[src/rtl/device_event_queue.sv]
`default_nettype none
// ============================================================================
// Module      : device_event_queue
// Description : Collects connect/disconnect events from N_DEV device ports and
//               queues each state change in a DEPTH-entry FIFO. The FIFO is
//               drained one entry per cycle into a change/on_off pulse stream.
//               The module also keeps a map of connected devices and counts
//               events rejected while the FIFO is full.
// Revision    : 1.0 - initial release
// ============================================================================
module device_event_queue #(
  parameter int N_DEV = 4,
  parameter int DEPTH = 8
) (
  input  logic                     clk,
  input  logic                     rst,
  input  logic [N_DEV-1:0]         dev_evt,
  input  logic [N_DEV-1:0]         dev_on,
  input  logic                     hold,
  output logic                     change,
  output logic                     on_off,
  output logic [N_DEV-1:0]         active_map,
  output logic [$clog2(DEPTH):0]   fifo_count,
  output logic                     overflow,
  output logic [7:0]               drop_cnt
);

  localparam int AW = $clog2(DEPTH);
  localparam int CW = AW + 1;
  localparam logic [CW-1:0] C_DEPTH = CW'(DEPTH);

  // Event storage: one bit per entry (the requested device state).
  logic              r_mem [DEPTH];
  logic [AW-1:0]     r_wr_ptr;
  logic [AW-1:0]     r_rd_ptr;

  logic              w_pop;
  logic [CW-1:0]     w_free;
  logic [CW-1:0]     w_npush;
  logic [31:0]       w_nrej;
  logic [N_DEV-1:0]  w_push_vec;
  logic [N_DEV-1:0]  w_map_nxt;
  logic [AW-1:0]     w_off [N_DEV];
  logic [31:0]       w_drop_sum;
  logic [7:0]        w_drop_nxt;

  // The slot freed by a same-edge pop is usable by an incoming event.
  assign w_pop  = (fifo_count != '0) && !hold;
  assign w_free = C_DEPTH - fifo_count + CW'(w_pop);

  // Walk the devices lowest index first, accepting real state changes while
  // slots remain and counting the rest as rejected.
  always_comb begin
    w_map_nxt  = active_map;
    w_push_vec = '0;
    w_npush    = '0;
    w_nrej     = '0;
    for (int i = 0; i < N_DEV; i++) begin
      w_off[i] = w_npush[AW-1:0];
      if (dev_evt[i] && (dev_on[i] != active_map[i])) begin
        if (w_npush < w_free) begin
          w_push_vec[i] = 1'b1;
          w_map_nxt[i]  = dev_on[i];
          w_npush       = w_npush + CW'(1);
        end else begin
          w_nrej = w_nrej + 32'd1;
        end
      end
    end
  end

  // Drop counter saturates instead of wrapping.
  assign w_drop_sum = {24'd0, drop_cnt} + w_nrej;
  assign w_drop_nxt = (w_drop_sum > 32'd255) ? 8'hFF : w_drop_sum[7:0];

  // Store accepted events at consecutive slots after the write pointer.
  always_ff @(posedge clk) begin
    for (int i = 0; i < N_DEV; i++) begin
      if (w_push_vec[i]) begin
        r_mem[r_wr_ptr + w_off[i]] <= dev_on[i];
      end
    end
  end

  // Pointers, occupancy, device map, output pulse and drop bookkeeping.
  always_ff @(posedge clk or negedge rst) begin
    if (!rst) begin
      r_wr_ptr   <= '0;
      r_rd_ptr   <= '0;
      fifo_count <= '0;
      active_map <= '0;
      change     <= 1'b0;
      on_off     <= 1'b0;
      overflow   <= 1'b0;
      drop_cnt   <= '0;
    end else begin
      r_wr_ptr   <= r_wr_ptr + w_npush[AW-1:0];
      r_rd_ptr   <= r_rd_ptr + AW'(w_pop);
      fifo_count <= fifo_count + w_npush - CW'(w_pop);
      active_map <= w_map_nxt;
      change     <= w_pop;
      if (w_pop) begin
        on_off <= r_mem[r_rd_ptr];
      end
      if (w_nrej != 32'd0) begin
        overflow <= 1'b1;
      end
      drop_cnt   <= w_drop_nxt;
    end
  end

endmodule
`default_nettype wire

[config.mk]
export PLATFORM = sky130hd
export DESIGN_NAME = device_event_queue
export DESIGN_NICKNAME = d
export VERILOG_FILES = /design/src/rtl/device_event_queue.sv
export SDC_FILE = /design/constraint.sdc
export NUM_CORES = 1
export LEC_CHECK = 0
export BUFFER_PORTS_ARGS = -buffer_cell sky130_fd_sc_hd__buf_2
export CAP_MARGIN = 20
export CORE_MARGIN = 3
export CORE_UTILIZATION = 40
export CTS_CLUSTER_DIAMETER = 40
export DETAILED_ROUTE_END_ITERATION = 10
export SYNTH_ARGS = -nofsm -noshare
export SYNTH_HDL_FRONTEND = slang
export SYNTH_SLANG_ARGS = --single-unit
[constraint.sdc]
create_clock -name clk -period 8.4 [get_ports clk]
set_clock_uncertainty 0.1 [all_clocks]
set_input_delay 1.68 -clock clk [delete_from_list [all_inputs] [get_ports clk]]
set_output_delay 1.68 -clock clk [all_outputs]
set_load 0.02 [all_outputs]
## Word-level counts from Yosys, hierarchy flattened

Memory sizes are Yosys's and may differ from the RTL's. A register that Yosys moved wholly into a read port is not among the register bits.
Index checks and enable logic that the tools add are counted.

- $add $sub $neg: 16
- Magnitude comparators: 5
- Equal/unequal tests: 4
- Multiplexer cells: 33
- Reduce and logical (&&, ||, !) cells: 13

Operators with widths:

| operator | number |
|---|---|
| 32-bit 2-to-1 mux | 6 |
| 32-bit by 1-bit adder with 32-bit output, second input constant | 3 |
| 8-bit by 32-bit adder with 32-bit output | 1 |
| 32-bit by 8-bit greater-than comparator with 1-bit output, second input constant | 1 |
| 32-bit nonzero test | 1 |
| 4-bit 2-to-1 mux | 7 |
| 1-bit 2-to-1 mux | 19 |
| 3-bit adder | 4 |
| 4-bit by 1-bit adder with 4-bit output, second input constant | 3 |
| 4-bit less-than comparator | 3 |
| 8-bit 2-to-1 mux | 1 |
| 2-bit AND reduction | 4 |
| 1-bit logical AND | 5 |
| 4-bit by 1-bit adder with 4-bit output | 1 |
| 4-bit adder | 1 |
| 1-bit by 4-bit less-than comparator with 1-bit output, first input constant | 1 |
| 1-bit != test | 4 |
| 4-bit nonzero test | 1 |
| 4-bit by 1-bit subtractor with 4-bit output | 1 |
| 4-bit subtractor, first input constant | 1 |
| 3-bit by 1-bit adder with 3-bit output | 1 |
| 1-bit logical NOT | 2 |

- Bits in registers: 24
- Bits in writable memories: 8
- Input port bits: 11
- Output and inout bits: 19
- Word-level logic and storage cells: 82
- Memories kept: 1

Memory list:

| memory | depth | bits a word | read ports | clocked after memory_dff | wr ports | line | RTL |
|---|---|---|---|---|---|---|---|
| r_mem | 8 | 1 | 1 | 1 | 4 | 33 | `logic r_mem [DEPTH];` |

## Depth between registers and ports, before layout

- Depth in word-level cells: 18
- Depth in mapped cells: 31

## Worst setup path after synthesis

Ideal clock, no wire load.

- Path kind: input to register
- From: input hold
- To: register fifo_count[3]
- Library setup time: 80 ps
- Arrival: 7268 ps
- Required time: 8220 ps
- Slack: 952 ps
- Stages on the path: 28
- Path buffers: 1
- Cell sequence: nor2_1 inv_1 ha_1 inv_1 ha_1 and2b_1 a211oi_4 nor3_1 a21oi_1 ha_1 and3_1 o31a_1 o21ai_2 nand2_1 mux2_2 ha_1 nor3_1 o21ai_0 o21ai_1 buf_2 mux2i_1 ha_1 inv_1 ha_1 a21o_1 a21oi_1 xnor2_1 xnor2_1

RTL lines:

| what | line | RTL |
|---|---|---|
| start, declared | 19 | `input logic hold,` |
| end signal, assigned | 99 | `fifo_count <= fifo_count + w_npush - CW'(w_pop);` |
| end, declared | 23 | `output logic [$clog2(DEPTH):0] fifo_count,` |

==> metrics <==
status complete, no violations; initial DRC count 139; worst-path fanout max 7; via count 2,302; Tmin final roughly 7.8 ns; CTS root buffer clkbuf_8; clock-pin slew on the worst setup and hold paths ~0.08 ns; setup tns final 0 ns; final instance area 0.00337 mm²; I/O pins 30; hold bufs inserted after CTS 0; Die Ht 93.2 µm; worst path required time roughly 8.5 ns; hold depth 1; P_leak 1.52 nW; Mapped Cells 303; commonest cells in the netlist ha_1, dfrtp_1, inv_1, mux2_2, xor2_1; vias per cell 5.32; final slew viol count 0; worst slew pin tran just over 0.7 ns; category of the most critical setup path in -> reg; post-synth cell types 62; Final Net Count 377; total gr overflow 0; die area 0.00868 mm²; count leader, synth ha_1; Slew headroom 51.3%; die width 93.2 µm; dpl hpwl approximately 5.3 mm; postcts setup bufs 0; unrepaired setup endpoints after global routing no; largest net degree at the start of global routing 26; gpl congestion between 0.8 and 0.9; # fillers 725; Hold Slack 0.390 ns; sequential share of the synthesized area between 20% and 30%; PortBufs 29; Crit path arrival time 7.83 ns; ANT cells 0; vias in the first global route 2,280; core area 0.00729 mm²; Placed Area 0.00328 mm²; worst-skew pair later-pin latency 0.29 ns; initial core utilization 41.7%; area occupied by multi-input gates 0.00204 mm²; CTS tree done; Max VDD drop a little over 200 µV; initial antenna violation count 0; sequential cell area 866 µm²; Final setup viols 0; EDFF count, synth 8; first-pass GRT wire length around 11 mm; period utilization 92.5%; top cell type's share of synthesized area 20.6%; antenna-violating nets left 0; HP Class reg -> reg; Max Fclk 0.129 GHz; R2R depth 27; gr usage total between 10% and 20%; Pre-antenna DRT Iters 4; Synthesized Nets 347; Area growth syn-to-layout 10.8%; FP Rows 31; DR WL/cell 15.2 µm; FFs w/ async S/R, synth 75.8%; share of post-route cells with drive strength above 1 23.7%; H-tree levels 2; cell taking the most area after synthesis dfrtp_1; DRC viols 0; CTS sink cnt 33; Yosys reg bits 33; clock tree buffer depth 2; Inst Count DP 425; Post-Route WL 6.59 mm; Worst Setup End Kind register; critical path launch point type input port; non-filler cells, final 433; Ys Warns 0; CTS buffer count 5; post-layout util between 40% and 50%; count of final hold-check violations 0; syn_area_per_cell 10.0 µm²; post-CTS sizing 0; Mapped Area 0.00304 mm²; top cells by area, synth dfrtp_1, ha_1, mux2_2, edfxtp_1, xor2_1; Post-synth top flop dfrtp_1; Max Cap Viol 0; P per Cell Area 448 mW/mm²
-- kinds of logic (layout without fill, tap and decap cells) --
| group | Yosys count | in the layout | synth area share (%) |
|---|---|---|---|
| flops | 33 | 33 | 28.5 |
| buf+inv | 32 | 63 | 4.32 |
| simple gates | 93 | 93 | 18.2 |
| fa+ha+maj | 33 | 33 | 14.8 |
| xor+xnor | 30 | 30 | 8.90 |
| compound gates | 53 | 53 | 13.8 |
| mux | 29 | 29 | 11.5 |
-- registers in the layout (all words and copies together), names as in the netlist --
name and cells:
active_map 4, change 1, drop_cnt 8, fifo_count 4, on_off 1, overflow 1, r_mem 8, r_rd_ptr 3
r_wr_ptr 3
-- placed cells by master, fill, tap and decap left out, types with 12 or more instances in the layout --
cell / n
buf_2: 29
ha_1: 28
dfrtp_1: 25
inv_1: 24
mux2_2: 23
xor2_1: 16
nor2_1: 13
nand2_1: 13
xnor2_1: 13
nand4_1: 12
-- worst max-delay path, cell delays in order --
cell,delay [ns]
buf_2,0.09
nor2_1,0.30
inv_1,0.09
ha_1,0.23
inv_1,0.07
ha_1,0.18
and2b_1,0.23
a211oi_4,0.35
nor3_1,0.16
a21oi_1,0.37
ha_1,0.20
and3_1,0.23
ha_1,0.28
inv_1,0.07
o31a_2,0.34
o311a_1,0.24
ha_1,0.32
o21ai_0,0.10
or3b_2,0.48
nand2_1,0.13
mux2_2,0.38
fa_1,0.43
a21o_1,0.17
a21oi_1,0.27
nor2b_1,0.13
nand4_1,0.19
o21ai_0,0.11
-- layout make-up --
type | count | share of cell area (%)
Clock buffer | 5 | 2.04
Clock inverter | 3 | 0.520
Inverter | 24 | 2.68
Multi-Input combinational cell | 238 | 60.6
Sequential cell | 33 | 25.7
Tap cell | 99 | 3.68
Timing Repair Buffer | 31 | 4.76
-- worst paths after layout --
check                      slack [ns]                         to               startpoint
hold reg to reg                  0.39      r_rd_ptr[2]$_DFF_PN0_    r_rd_ptr[2]$_DFF_PN0_
setup / recovery                 0.63      drop_cnt[3]$_DFF_PN0_                     hold
max in group asynchronous        6.52      r_rd_ptr[1]$_DFF_PN0_                      rst
min in group asynchronous        1.29  active_map[3]$_DFFE_PN0P_                      rst
hold / removal                   0.39      r_rd_ptr[2]$_DFF_PN0_    r_rd_ptr[2]$_DFF_PN0_
setup reg to reg                 1.51      drop_cnt[3]$_DFF_PN0_  fifo_count[3]$_DFF_PN0_
-- report_power, final --
group / leakage, nW / internal (mW) / switching [mW]
clock network: 0.0439 / 0.0573 / 0.0657
registers: 0.374 / 0.258 / 0.0728
logic: 1.10 / 0.466 / 0.588
total: 1.52 / 0.782 / 0.727
-- per-stage QoR --
stage	total power, mW	worst slack, ns
2_1_floorplan	1.15	0.952
3_3_place_gp	1.37	0.493
3_5_place_dp	1.39	0.351
4_1_cts	1.53	0.635
5_1_grt	1.68	0.0160
6_report	1.51	0.631
-- layer usage --
metal	routed length (µm)	track usage, %
met1	3270	23.5
met3	298	3.06
met5	0	0
met4	53	3.91
met2	2970	26.1
No activity file was read; power rests on OpenSTA's default activity.
